File: src/rtl/mult_div_unit.sv
// mult_div_unit: iterative signed multiply / divide engine for the MULT and DIV
// instructions of the multi-cycle CPU.
//   - Multiply: radix-2 Booth, one step per cycle (WIDTH steps).
//   - Divide: restoring division on magnitudes, one quotient bit per cycle,
//     followed by a sign-correction cycle.
//   - Divide by zero finishes immediately with div_zero set.
// Optional build macro MULT_DIV_FAST_MULT_EN: replaces the Booth iteration with
// a single-cycle combinational signed multiplier (divide path unchanged).
module mult_div_unit #(
    parameter int WIDTH = 32,
    parameter int CNT_W = 6
) (
    input  logic             clk,
    input  logic             reset,
    input  logic             mult_start,
    input  logic             div_start,
    input  logic [WIDTH-1:0] a_in,
    input  logic [WIDTH-1:0] b_in,
    output logic [WIDTH-1:0] hi_out,
    output logic [WIDTH-1:0] lo_out,
    output logic             mult_done,
    output logic             div_done,
    output logic             div_zero,
    output logic             busy
);

    typedef enum logic [2:0] {
        IDLE    = 3'd0,
        MUL_RUN = 3'd1,
        DIV_RUN = 3'd2,
        DIV_FIX = 3'd3,
        DONE_M  = 3'd4,
        DONE_D  = 3'd5
    } state_t;

    // Booth accumulator: guard bit + upper WIDTH + multiplier WIDTH + q(-1) bit.
    // The guard bit keeps the upper partial sum from overflowing when the
    // multiplicand is the most negative value.
    localparam int AW = 2*WIDTH + 2;
    localparam logic [CNT_W-1:0] LAST_STEP = CNT_W'(WIDTH-1);

    state_t           state_reg, state_next;
    logic [CNT_W-1:0] cnt_reg, cnt_next;
    logic [AW-1:0]    acc_reg, acc_next;
    logic [WIDTH-1:0] mcand_reg, mcand_next;
    logic [WIDTH-1:0] quo_reg, quo_next;
    logic [WIDTH-1:0] rem_reg, rem_next;
    logic [WIDTH-1:0] dvs_reg, dvs_next;
    logic             sa_reg, sa_next;
    logic             sb_reg, sb_next;
    logic [WIDTH-1:0] hi_reg, hi_next;
    logic [WIDTH-1:0] lo_reg, lo_next;
    logic             dz_reg, dz_next;

    // Operand magnitudes for the divider (most negative value maps to itself,
    // which is its correct unsigned magnitude)
    logic [WIDTH-1:0] a_mag, b_mag;
    assign a_mag = a_in[WIDTH-1] ? -a_in : a_in;
    assign b_mag = b_in[WIDTH-1] ? -b_in : b_in;

`ifdef MULT_DIV_FAST_MULT_EN
    // Full-width signed product of the latched operands
    logic [2*WIDTH-1:0] fast_prod;
    assign fast_prod = $signed({{WIDTH{mcand_reg[WIDTH-1]}}, mcand_reg})
                     * $signed({{WIDTH{acc_reg[WIDTH]}}, acc_reg[WIDTH:1]});
`else
    // One radix-2 Booth step: add/subtract multiplicand by the recoded pair,
    // then arithmetic shift right of the whole accumulator
    logic [WIDTH:0]  booth_m;
    logic [WIDTH:0]  booth_upper;
    logic [AW-1:0]   booth_acc;
    always_comb begin
        booth_m     = {mcand_reg[WIDTH-1], mcand_reg};
        booth_upper = acc_reg[AW-1:WIDTH+1];
        case (acc_reg[1:0])
            2'b01:   booth_upper = booth_upper + booth_m;
            2'b10:   booth_upper = booth_upper - booth_m;
            default: booth_upper = acc_reg[AW-1:WIDTH+1];
        endcase
        booth_acc = $signed({booth_upper, acc_reg[WIDTH:0]}) >>> 1;
    end
`endif

    // One restoring-division step: shift in the next dividend bit and try to
    // subtract the divisor; a negative difference means keep the shifted value
    logic [WIDTH:0] div_shift, div_diff;
    always_comb begin
        div_shift = {rem_reg, quo_reg[WIDTH-1]};
        div_diff  = div_shift - {1'b0, dvs_reg};
    end

    // Sign correction: quotient negative when signs differ, remainder follows dividend
    logic [WIDTH-1:0] q_fix, r_fix;
    assign q_fix = (sa_reg ^ sb_reg) ? -quo_reg : quo_reg;
    assign r_fix = sa_reg ? -rem_reg : rem_reg;

    // Next-state and datapath update logic
    always_comb begin
        state_next = state_reg;
        cnt_next   = cnt_reg;
        acc_next   = acc_reg;
        mcand_next = mcand_reg;
        quo_next   = quo_reg;
        rem_next   = rem_reg;
        dvs_next   = dvs_reg;
        sa_next    = sa_reg;
        sb_next    = sb_reg;
        hi_next    = hi_reg;
        lo_next    = lo_reg;
        dz_next    = dz_reg;
        case (state_reg)
            IDLE: begin
                if (mult_start) begin
                    // Multiply has priority over a simultaneous divide request
                    state_next = MUL_RUN;
                    cnt_next   = '0;
                    mcand_next = a_in;
                    acc_next   = {{(WIDTH+1){1'b0}}, b_in, 1'b0};
                    dz_next    = 1'b0;
                end else if (div_start) begin
                    if (b_in == '0) begin
                        state_next = DONE_D;
                        dz_next    = 1'b1;
                        lo_next    = '1;
                        hi_next    = a_in;
                    end else begin
                        state_next = DIV_RUN;
                        cnt_next   = '0;
                        quo_next   = a_mag;
                        rem_next   = '0;
                        dvs_next   = b_mag;
                        sa_next    = a_in[WIDTH-1];
                        sb_next    = b_in[WIDTH-1];
                        dz_next    = 1'b0;
                    end
                end
            end
            MUL_RUN: begin
`ifdef MULT_DIV_FAST_MULT_EN
                state_next         = DONE_M;
                {hi_next, lo_next} = fast_prod;
`else
                acc_next = booth_acc;
                cnt_next = cnt_reg + 1'b1;
                if (cnt_reg == LAST_STEP) begin
                    state_next = DONE_M;
                    hi_next    = booth_acc[2*WIDTH:WIDTH+1];
                    lo_next    = booth_acc[WIDTH:1];
                end
`endif
            end
            DIV_RUN: begin
                if (div_diff[WIDTH]) begin
                    rem_next = div_shift[WIDTH-1:0];
                    quo_next = {quo_reg[WIDTH-2:0], 1'b0};
                end else begin
                    rem_next = div_diff[WIDTH-1:0];
                    quo_next = {quo_reg[WIDTH-2:0], 1'b1};
                end
                cnt_next = cnt_reg + 1'b1;
                if (cnt_reg == LAST_STEP) begin
                    state_next = DIV_FIX;
                end
            end
            DIV_FIX: begin
                state_next = DONE_D;
                hi_next    = r_fix;
                lo_next    = q_fix;
            end
            DONE_M, DONE_D: begin
                state_next = IDLE;
            end
            default: begin
                state_next = IDLE;
            end
        endcase
    end

    // State register
    always_ff @(posedge clk or posedge reset) begin
        if (reset) begin
            state_reg <= IDLE;
        end else begin
            state_reg <= state_next;
        end
    end

    // Datapath and result registers
    always_ff @(posedge clk or posedge reset) begin
        if (reset) begin
            cnt_reg   <= '0;
            acc_reg   <= '0;
            mcand_reg <= '0;
            quo_reg   <= '0;
            rem_reg   <= '0;
            dvs_reg   <= '0;
            sa_reg    <= 1'b0;
            sb_reg    <= 1'b0;
            hi_reg    <= '0;
            lo_reg    <= '0;
            dz_reg    <= 1'b0;
        end else begin
            cnt_reg   <= cnt_next;
            acc_reg   <= acc_next;
            mcand_reg <= mcand_next;
            quo_reg   <= quo_next;
            rem_reg   <= rem_next;
            dvs_reg   <= dvs_next;
            sa_reg    <= sa_next;
            sb_reg    <= sb_next;
            hi_reg    <= hi_next;
            lo_reg    <= lo_next;
            dz_reg    <= dz_next;
        end
    end

    assign hi_out    = hi_reg;
    assign lo_out    = lo_reg;
    assign div_zero  = dz_reg;
    assign mult_done = (state_reg == DONE_M);
    assign div_done  = (state_reg == DONE_D);
    assign busy      = (state_reg != IDLE);

endmodule

File: config.mk
export PLATFORM = sky130hd
export DESIGN_NAME = mult_div_unit
export DESIGN_NICKNAME = d
export VERILOG_FILES = /design/src/rtl/mult_div_unit.sv
export SDC_FILE = /design/constraint.sdc
export NUM_CORES = 1
export LEC_CHECK = 0
export ABC_AREA = 1
export CAP_MARGIN = 15
export CORE_AREA = 2 2 195 245
export CTS_BUF_LIST = sky130_fd_sc_hd__clkbuf_4
export DETAILED_ROUTE_END_ITERATION = 16
export DIE_AREA = 0 0 197 247
export GPL_TIMING_DRIVEN = 0
export PLACE_DENSITY = 0.62
export SLEW_MARGIN = 20
export SYNTH_ARGS = -nofsm -noshare
export SYNTH_HDL_FRONTEND = slang
export SYNTH_SLANG_ARGS = --single-unit
File: constraint.sdc
create_clock -name clk -period 9.73 [get_ports clk]
set_input_delay 0.973 -clock clk [delete_from_list [all_inputs] [get_ports clk]]
set_output_delay 0.973 -clock clk [all_outputs]
set_load 0.05 [all_outputs]
==> metrics.txt, run 1 <==
status completed; critical path's slowest cell xnor2_1; Tot GR Track Use 0.3736; delay of the slowest critical-path stage 0.52 ns; critical path, cell by cell inv_1 -> ha_1 -> nand3_1 -> nor4_1 -> nand2_1 -> nor2_1 -> a31oi_1 -> xnor2_1 -> ha_1 -> a21oi_1 -> o21ai_0 -> nand2_1 -> nand3_1 -> a21oi_1 -> nand2_1 -> nand2_1 -> nand3_1 -> nand2_1 -> nand3_1 -> nand2_1 -> nand2_1; crit end category register; Max FO, Critical Path 5; top post-synthesis cells by area dfrtp_1, nand2_1, inv_1; count leader, synth nand2_1; Synth top area share 0.3269; cell repeated most along the worst path nand2_1; DRT Pass-1 Iters 6; Detail Placement HPWL 74330 µm; Via-to-Cell Ratio 5.726; Hold Buf Count CTS 0; flip-flop count of the largest register after layout 65; Cell Area, Synth 20590 µm²; largest net degree at the start of global routing 92; routed wire length 91170 µm; slew margin rel. 0.2863; crit path kind register to register; Via Count 22819; Setup Skew 0.1072 ns; IO Pins 136; Sum Neg Setup Slack 0 ns; Vert. Die Dim 247 µm; Tcrit/Tclk final 0.4889; Mapped Cells 3126; final instance area 23700 µm²; clk sink count 269; f_max 210.2 MHz; Final Max Tran Viols 0; drt wl/cell 22.88 µm; DRC viols 0; first-pass GRT wire length 134100 µm; min Tclk post-route 4.757 ns; max cap viols 0; area leader, netlist dfrtp_1; synth warn 0; Post-DRT Antenna Nets 0; Main synth FF type dfrtp_1; Die X-Extent 197 µm; crit path launch type register; Starting Density 0.4424; GR met2 Demand/Resource 0.6418; reg2reg setup slack 4.97 ns; Core Area 46550 µm²; Seq/Total Area, Yosys 0.3269; GRT overflow 0; M1 GR Usage 0.4322; Final setup viols 0; post-CTS setup buffer count 0; initial antenna violation count 1; critical path buffer and inverter count 1; port bufs 134; Die ar. 48660 µm²; P&R area growth vs syn 15.09%; Fin. Hold Viols 0; routing usage on met3 0.04828; Nets 3481; worst-skew pair later-pin latency 0.85 ns; Post-Syn Area per Cell 6.587 µm²; Filler cells 4885; Synth Net Count 3267; RSZ-0062 raised after global routing false; TritonCTS clock tree yes; CTS Root Cell clkbuf_4; Post-synth EDFFs 0; GR peak layer met2; type of the worst min-delay path register to register; ys async rst share 1.000; synth cell count leaders nand2_1, inv_1, nor2_1; clock transition at the registers of the reported paths 0.08 ns; H-tree depth 3; Detailed Route Iter0 Violations 1873; Distinct cells, synth 54; Finished Core Util 0.5091; CTS Buf Count 75; number of gates resized after cts 0; GPL Wtd Cong 1.028; Slew @ Worst Pin 1.071 ns; vias in the first global route 21896; critical path's top delay family simple AND/OR/NAND/NOR gates; Crit path arrival time 5.46 ns; layout cell share with drive strength beyond 1 0.05955; DP Area 22760 µm²; row count 89; #FFs+latches synth 269; CP required 10.43 ns; CTS max path bufs 3
final cells by class:
class,instances,area [µm²],share of cell area
inverters,400,1509,0.06367
clock buffers,105,788.3,0.03326
diodes,2,5.005,0.0002112
multi-input cells,2342,11820,0.4988
plain buffers,115,539.3,0.02275
flip-flops and latches,269,6731,0.2840
clock inverters,24,142.6,0.006019
well taps,591,739.5,0.03120
repair buffers,137,1424,0.06008
worst min-delay path, delay by kind of cell, from the launching register on:
family | cells | cell delay, ns
DFF | 1 | 0.35
and+or+nand+nor | 2 | 0.10
cell families (layout without fill, tap and decap cells):
logic type                 count (synthesis)  in the layout  share of synthesized area
other                                      0              2                          0
buffers and inverters                    515            781                    0.09910
AOI/OAI and AO/OA                        623            623                     0.1699
DFF                                      269            269                     0.3269
xor gates and xnor gates                  95             95                    0.04041
and+or+nand+nor                         1551           1551                     0.3186
adders and majority gates                 73             73                    0.04508
cell usage in the layout, fill, tap and decap left out, drive strengths merged, types with 10 or more instances in the layout:
cell type	instances
clkbuf	174
xnor2	18
o22ai	12
nand4	31
inv	404
o311ai	20
a41oi	16
clkinv	17
o21ai	306
nor4	14
xor2	77
a31oi	10
nand3	284
a21o	12
buf	49
dfrtp	269
nand3b	12
o211ai	28
nor2	313
or2	10
o21bai	12
ha	71
clkdlybuf4s50	134
a21oi	184
nor3	45
nand2	838
stage by stage:
stage,setup WS (ns),cells,hold WS [ns]
after global placement,-2.531,3851,0.4616
final,4.973,3985,0.4820
after global routing,5.008,3985,0.5068
after CTS,5.238,3983,0.4861
after detailed placement,5.256,3854,0.4695
after floorplan,1.347,3126,0.4419
path summary, 6_finish.rpt:
check	depth (start not counted)	from	to
min in group asynchronous	2	reset	acc_reg[47]
max	21	mcand_reg[0]	hi_out[30]
max reg2reg	21	mcand_reg[0]	hi_out[30]
min reg2reg	2	hi_out[21]	hi_out[21]
min	2	hi_out[21]	hi_out[21]
max in group asynchronous	3	reset	state_reg[2]
per-layer routing:
layer	share of wire	vias to the layer above
met5	0	-
met4	0.076	0
met3	0.067	282
met2	0.48	1044
met1	0.38	10751
li1	-	10742
Power of run 1 is left out: the tool's default activity adds up to more than one toggle a clock period on the data nets, which glitch-free logic cannot reach.
==> run 2: changes to the inputs <==
==> constraint.sdc (replaced) <==
create_clock -name clk -period 4.55 [get_ports clk]
set_input_delay 0.455 -clock clk [delete_from_list [all_inputs] [get_ports clk]]
set_output_delay 0.455 -clock clk [all_outputs]
set_load 0.05 [all_outputs]
==> run 2 against run 1 <==
Maximum frequency increased by 8.8%. Clock skew decreased by 0.052 ns. Critical path depth decreased by 1. Utilization increased by 0.094 points. Critical endpoint is now hi_out[24]. Die area unchanged. Flip-flop and latch count unchanged. Final cell count about the same. First-iteration DRC count increased by 9.5%. Setup slack got worse by 4.8 ns.
==> metrics.txt, run 2 (synthesis results as in run 1) <==
status completed; clk sink count 269 (unchanged); crit path launch type register; Max FO, Critical Path 4 (-1); CTS max path bufs 3 (unchanged); drt wl/cell 22.90 µm (about the same); Via Count 22867 (+0.21%); Vert. Die Dim 247 µm (unchanged); reg2reg setup slack 0.18 ns (-4.80 ns); IO Pins 136 (unchanged); layout cell share with drive strength beyond 1 0.06070 (+0.001143); delay of the slowest critical-path stage 0.42 ns (-0.10 ns); Filler cells 4894 (+0.18%); H-tree depth 3 (unchanged); Setup WS pre-CTS -0.0008198 ns (-5.256 ns); TritonCTS clock tree yes; crit end category register; first-pass GRT wire length 134200 µm (about the same); critical path, cell by cell inv_1 -> ha_1 -> nand3_1 -> nor4_2 -> nand2_1 -> nor2_1 -> nor2_1 -> xnor2_1 -> ha_1 -> a21oi_1 -> o21ai_0 -> o21bai_1 -> a21oi_1 -> nand2_1 -> nand2_1 -> nand3_1 -> nand2_1 -> nand3_1 -> nand2_1 -> nand2_1; placed cells 3859 (+0.13%); routed wire length 91280 µm (+0.12%); DP Area 22840 µm² (+0.32%); Core Area 46550 µm² (unchanged); worst reg-to-reg path cell count 20 (-4.8%); Fin. Hold Viols 0 (unchanged); Starting Density 0.4424 (unchanged); Tot GR Track Use 0.3734 (about the same); Setup Skew 0.05528 ns (-0.05193 ns); final instance area 23740 µm² (+0.18%); area occupied by multi-input gates 11850 µm² (+0.24%); Detailed Route Iter0 Violations 2051 (+9.5%); worst-skew pair later-pin latency 0.82 ns (-0.03 ns); vias in the first global route 21910 (+0.064%); port bufs 134 (unchanged); Slew @ Worst Pin 1.050 ns (-0.02096 ns); initial antenna violation count 1 (unchanged); CTS Buf Count 75 (unchanged); Nets 3486 (+0.14%); Hold Buf Count CTS 0 (unchanged); Die X-Extent 197 µm (unchanged); RSZ-0062 raised after global routing false; Post-DRT Antenna Nets 0 (unchanged); slew margin rel. 0.3003 (+0.01397); Sum Neg Setup Slack 0 ns (unchanged); worst r2r dst hi_out[24]; CP required 5.27 ns (-5.16 ns); Tcrit/Tclk final 0.9610 (+0.4722); most common cell after layout, fill and taps aside nand2_1; Crit path arrival time 5.09 ns (-0.37 ns); Final WS setup 0.1773 ns (-4.796 ns); GRT overflow 0 (unchanged); DRC viols 0 (unchanged); GPL Wtd Cong 1.004 (-2.3%); fin cells 3986 (+0.025%); most frequent cells in the layout nand2_1, inv_1, nor2_1, nand3_1, o21ai_0; CTS Root Cell clkbuf_4; r2r startpoint mcand_reg[0]; critical path's top delay family simple AND/OR/NAND/NOR gates; DRT Pass-1 Iters 6 (unchanged); max cap viols 0 (unchanged); largest net degree at the start of global routing 35 (-62%); critical path's slowest cell dfrtp_1; clock transition at the registers of the reported paths 0.07 ns (about the same); flip-flop and latch area 6731 µm² (unchanged); Via-to-Cell Ratio 5.737 (+0.19%); min Tclk post-route 4.373 ns (-0.3840 ns); critical path buffer and inverter count 1 (unchanged); Final setup viols 0 (unchanged); cell repeated most along the worst path nand2_1; Detail Placement HPWL 74840 µm (+0.68%); crit path kind register to register; f_max 228.7 MHz (+8.8%); Final Max Tran Viols 0 (unchanged); type of the worst min-delay path input pin to async pin; flip-flop count of the largest register after layout 65 (unchanged); P&R area growth vs syn 15.30%; Die ar. 48660 µm² (unchanged); row count 89 (unchanged)
run 2: routing by layer:
metal / up-vias / global-route usage / wire length, µm
li1: 10742 / - / -
met1: 10755 / 0.4339 / 34680
met2: 1091 / 0.6354 / 43530
met3: 279 / 0.05442 / 6228
met4: 0 / 0.2583 / 6837
met5: - / 0 / 0
run 2: cell type report:
cell class / instances / area share
multi-input combinational: 2342 / 0.4991
tap: 591 / 0.03114
clock buffer: 98 / 0.03099
clock inverter: 28 / 0.005849
inverter: 400 / 0.06340
buffer: 115 / 0.02271
sequential: 269 / 0.2835
antenna: 1 / 0.0001054
timing repair buffer: 142 / 0.06324
run 2: how the worst max path moves through the flow:
stage	start	end	slack (ns)	cells after the start
3_5_place_dp	mcand_reg[0]	hi_out[30]	-0.0008	21
4_1_cts	mcand_reg[0]	hi_out[30]	0.07	20
6_report	mcand_reg[0]	hi_out[24]	0.18	20
5_1_grt	mcand_reg[0]	hi_out[30]	0.005	21
3_3_place_gp	reset	lo_out[15]	-1.61	2
2_1_floorplan	reset	acc_reg[0]	0.54	1
run 2: what timing repair did:
| action | in CTS | in global routing |
|---|---|---|
| gates resized for setup | 1 | 6 |
| hold endpoints to repair | 0 | 0 |
| pin swaps | 0 | 0 |
| setup buffers | 0 | 0 |
| endpoints found under the setup margin | 1 | 8 |
run 2: stage by stage:
stage          hold WS [ns]    util
6_report             0.1029  0.5101
3_5_place_dp         0.4692  0.4906
2_1_floorplan        0.4419       -
4_1_cts             0.07608  0.5096
5_1_grt              0.1362  0.5101
3_3_place_gp         0.4621  0.4872
Power of run 2 is left out for the same reason.
